`config.mk`:
```
export PLATFORM = sky130hd
export DESIGN_NAME = nibbler_fetch
export DESIGN_NICKNAME = d
export VERILOG_FILES = /design/src/rtl/nibbler_fetch.sv
export SDC_FILE = /design/constraint.sdc
export NUM_CORES = 1
export LEC_CHECK = 0
export ABC_CLOCK_PERIOD_IN_PS = 1650
export CAP_MARGIN = 20
export CORE_MARGIN = 5
export CORE_UTILIZATION = 35
export CTS_CLUSTER_SIZE = 20
export DETAILED_ROUTE_END_ITERATION = 10
export PLACE_DENSITY = 0.69
export SETUP_SLACK_MARGIN = 0.4
export SLEW_MARGIN = 20
export SYNTH_ARGS = -nofsm -noshare
export SYNTH_HDL_FRONTEND = slang
export SYNTH_SLANG_ARGS = --single-unit
```
`constraint.sdc`:
```
create_clock -name clk -period 1.65 [get_ports clk]
set_clock_uncertainty 0.15 [all_clocks]
set_input_delay 0.33 -clock clk [delete_from_list [all_inputs] [get_ports clk]]
set_output_delay 0.33 -clock clk [all_outputs]
set_load 0.01 [all_outputs]
```
`src/rtl/nibbler_fetch.sv`:
```
// Nibbler CPU fetch/PC stage: drives the program ROM, latches opcode/operand, alternates fetch and execute phases.
// Two enabled cycles per instruction; run=0 freezes every register, including the ROM strobes.
module nibbler_fetch #(
  parameter int ADDR_W = 12,
  parameter int DATA_W = 8
) (
  input  logic                clk,
  input  logic                reset,
  input  logic [DATA_W-1:0]   romData,
  output logic [ADDR_W-1:0]   romAddress,
  output logic                romNotChipEnable,
  output logic                romNotOutputEnable,
  output logic                romNotWriteEnable,
  input  logic                run,
  input  logic                incPC,
  input  logic                notLoadPC,
  output logic [DATA_W/2-1:0] instruction,
  output logic [DATA_W/2-1:0] operand,
  output logic                ph,
  output logic [ADDR_W-1:0]   pc
);

  localparam int NIB = DATA_W / 2;

  typedef enum logic [1:0] {WAKE, FETCH, EXEC} state_t;

  state_t          state, state_nx;
  logic [ADDR_W-1:0] pc_nx;
  logic [NIB-1:0]  instruction_nx, operand_nx;
  logic            ph_nx, ce_n_nx, oe_n_nx;

  assign romAddress        = pc;
  assign romNotWriteEnable = 1'b1;

  always_ff @(posedge clk or posedge reset) begin
    if (reset) begin
      state              <= WAKE;
      pc                 <= '0;
      instruction        <= '0;
      operand            <= '0;
      ph                 <= 1'b0;
      romNotChipEnable   <= 1'b1;
      romNotOutputEnable <= 1'b1;
    end else begin
      state              <= state_nx;
      pc                 <= pc_nx;
      instruction        <= instruction_nx;
      operand            <= operand_nx;
      ph                 <= ph_nx;
      romNotChipEnable   <= ce_n_nx;
      romNotOutputEnable <= oe_n_nx;
    end
  end

  always_comb begin
    state_nx       = state;
    pc_nx          = pc;
    instruction_nx = instruction;
    operand_nx     = operand;
    ph_nx          = ph;
    ce_n_nx        = romNotChipEnable;
    oe_n_nx        = romNotOutputEnable;
    if (run) begin
      case (state)
        WAKE: begin
          state_nx = FETCH;
          ce_n_nx  = 1'b0;
          oe_n_nx  = 1'b0;
        end
        FETCH: begin
          instruction_nx = romData[DATA_W-1:NIB];
          operand_nx     = romData[NIB-1:0];
          pc_nx          = pc + ADDR_W'(1);
          ph_nx          = 1'b1;
          state_nx       = EXEC;
        end
        EXEC: begin
          // A jump target takes priority over skipping the immediate byte.
          if (!notLoadPC)
            pc_nx = ADDR_W'({operand, romData});
          else if (incPC)
            pc_nx = pc + ADDR_W'(1);
          ph_nx    = 1'b0;
          state_nx = FETCH;
        end
        default: state_nx = WAKE;
      endcase
    end
  end

endmodule

```
==> flow_summary_export.csv <==
group,metric,value,unit
route,wirelength,4530,um
place,gp_congestion,0.842,
power_and_ir_drop,finalPower,0.00460,W
timing,finalHoldViolCount,0,
worst_setup_path,crit_chain,"buf_4, ha_4, o221a_4, a21oi_2, a21oi_2",
timing,fin_crit_sh,0.962,
worst_setup_path,crit_family,"compound AO/OA/AOI/OAI gates",
power_and_ir_drop,power.density,1980,mW/mm2
place,portBuffers,47,
synthesis,syn-num-nets,156,
floorplan,rows,22,
synthesis,dominantRegCellSynth,"dfrtp_1",
floorplan,dieWidth,72.2,um
timing,finalSetupViolCount,0,
clock_tree,cts_buffer_depth,2,
final_layout,layout-drive-gt1-share,0.568,
hold_path,holdCritPathClass,"in -> async",
synthesis,syn-instance-count,138,
floorplan,ios,49,
worst_setup_path,arrival,1.58,ns
place,hpwl,2810,um
grt,first_global_vias,1481,
route,wl_per_cell,16.9,um
worst_setup_path,worst_setup_path_end_kind,"flip-flop",
synthesis,ys_async_sr_fraction,1.00,
synthesis,syn_area,0.00135,mm2
worst_setup_path,critPathBufInv,1,
synthesis,netlist.area_leader.share,0.426,
synthesis,ys_seq_area_frac,0.445,
final_layout,antenna_cells,0,
synthesis,synth.avg_cell_area,9.80,um2
floorplan,core_area,0.00372,mm2
synthesis,synth_seq_cells,24,
worst_setup_path,slowest_stage,"dfrtp_1",
worst_setup_path,crit_fanout,5,
clock_tree,cts_sinks,24,
worst_setup_path,cp-start-kind,"flip-flop",
synthesis,synth_top_cell_by_area,"dfrtp_1",
clock_tree,clk-insertion-delay-late,0.27,ns
worst_setup_path,required,1.65,ns
power_and_ir_drop,p_leak,1.10,nW
worst_setup_path,critPathMostFrequentCell,"a21oi_2",
final_layout,syn_to_final_growth,72.0,%
synthesis,synth_most_common_cell,"dfrtp_1",
grt,grt_pass1_wl,7200,um
grt,grt_max_degree,14,
clock_tree,cts_tree,"built",
worst_setup_path,slowest_delay,0.40,ns
synthesis,yosysWarningCount,0,
route,drc,0,
worst_setup_path,path_class,"reg -> reg",
route,vias_per_cell,5.27,
route,dr.pass1.iters,4,
clock_tree,cts_buffers,3,
grt,antenna_found_initial,0,
route,via_count,1413,
timing,fin_ws,0.0629,ns
final_layout,final_nets,239,
grt,overflow,0,
timing,clock.fmax,0.630,GHz
clock_tree,cts-root-buf,"clkbuf_8",
timing,rsz0062_at_grt,"true",
clock_tree,clkTransAtPathRegs,0.09,ns
status,status,"complete, no violations",
final_layout,final_core_util,0.626,
clock_tree,h-tree-depth,1,
floorplan,die_h,72.2,um
synthesis,synth.distinct_cells,28,
floorplan,die-area,0.00521,mm2
synthesis,synth_area_leaders,"dfrtp_1 43%, buf_4 8.3%, mux2_2 5.8%",
grt,grtUsageTotal,0.174,
floorplan,initial_core_util,0.364,
final_layout,n_fill_cell,310,
synthesis,synth_edf_count,0,
place,dp_slack,-0.119,ns
timing,drv_slew,0,
route,drtAntennaViolNets,0,
route,drt_iter0_markers,54,
synthesis,yosys-top-cells-count,"23 x dfrtp_1, 17 x nand2_1, 15 x buf_4, 13 x a21oi_1, 10 x o21ai_0",
power_and_ir_drop,ir_worst_vdd,0.786,mV
timing,fin_crit,1.59,ns
job,drv_cap,0,
final_layout,finish.instance_area,0.00233,mm2
place,place_area,0.00194,mm2
## power by group
group / internal, W / switching, W
clock network: 0.000213 / 0.000199
registers: 0.000882 / 0.000235
logic: 0.00173 / 0.00134
## layout by cell type, fill, tap and decap left out, types with 2 or more instances in the layout
cell	synthesis	routed
buf_12	0	3
inv_1	4	2
buf_2	4	21
clkdlybuf4s50_1	0	10
dlygate4sd2_1	0	2
buf_4	15	38
nand2_1	17	15
nand3_1	5	5
nand4_1	4	4
o22ai_1	6	5
o21ai_0	10	7
dfrtp_2	0	6
a21oi_2	1	4
buf_6	0	23
clkbuf_8	0	4
o21ai_1	1	3
ha_4	0	3
a21oi_1	13	10
a2bb2oi_1	6	5
dfrtp_1	23	17
and3_1	2	2
inv_2	0	2
mux2i_1	2	2
a2bb2oi_2	1	2
mux2_4	0	7
## final timing paths
kind / end / slack [ns] / cells past startpoint / start
worst min register to register: romNotOutputEnable$_DFFE_PP1P_ / 0.37 / 1 / romNotOutputEnable$_DFFE_PP1P_
min in group clk: romNotOutputEnable$_DFFE_PP1P_ / 0.37 / 1 / romNotOutputEnable$_DFFE_PP1P_
worst min-delay path: state[1]$_DFFE_PP0P_ / 0.12 / 2 / reset
max in group asynchronous: pc[1]$_DFFE_PP0P_ / 0.80 / 3 / reset
worst max-delay path: pc[3]$_DFFE_PP0P_ / 0.06 / 5 / state[0]$_DFFE_PP0P_
worst max register to register: pc[3]$_DFFE_PP0P_ / 0.06 / 5 / state[0]$_DFFE_PP0P_
## sequential cells by signal (all words and copies together), names as in the netlist
name / cells
instruction: 4
operand: 4
pc: 12
ph: 1
romNotOutputEnable: 1
state: 2
## through the flow
step                hold slack [ns]   TNS, ns  instances
CTS                           0.131         0        260
finish                        0.118         0        268
floorplan                     0.194         0        138
global route                  0.142  -0.00257        268
detailed placement            0.336     -1.93        226
global placement              0.333     -1.51        226
## final cells by class
class	count	area (um2)	area share
Sequential cell	24	609	0.262
Timing Repair Buffer	97	827	0.356
Tap cell	48	60.1	0.0258
Multi-Input combinational cell	91	759	0.327
Inverter	4	15.0	0.00646
Clock buffer	4	55.1	0.0237
## cell families (layout without fill, tap and decap cells)
family | Yosys count | count (layout) | share of synthesized area
other | 1 | 1 | 0.00277
adder cells (fa/ha/maj) | 5 | 5 | 0.0463
AND/OR/NAND/NOR | 33 | 33 | 0.118
multiplexers | 9 | 9 | 0.0731
flip-flops | 24 | 24 | 0.445
AO/OA/AOI/OAI | 42 | 43 | 0.203
buffers and inverters | 24 | 105 | 0.112
## layer usage
layer | track usage | wire length [um]
met4 | 0.0814 | 149
met5 | 0 | 0
met1 | 0.209 | 1860
met3 | 0.0402 | 332
met2 | 0.291 | 2190
## timing repair
item	4_1_cts	5_1_grt
resized for setup	164	26
hold buffers	0	0
cloned	1	0
endpoints found under the setup margin	56	59
pin swaps	5	2
setup buffers	29	8
(Power assumes the default switching activity.)
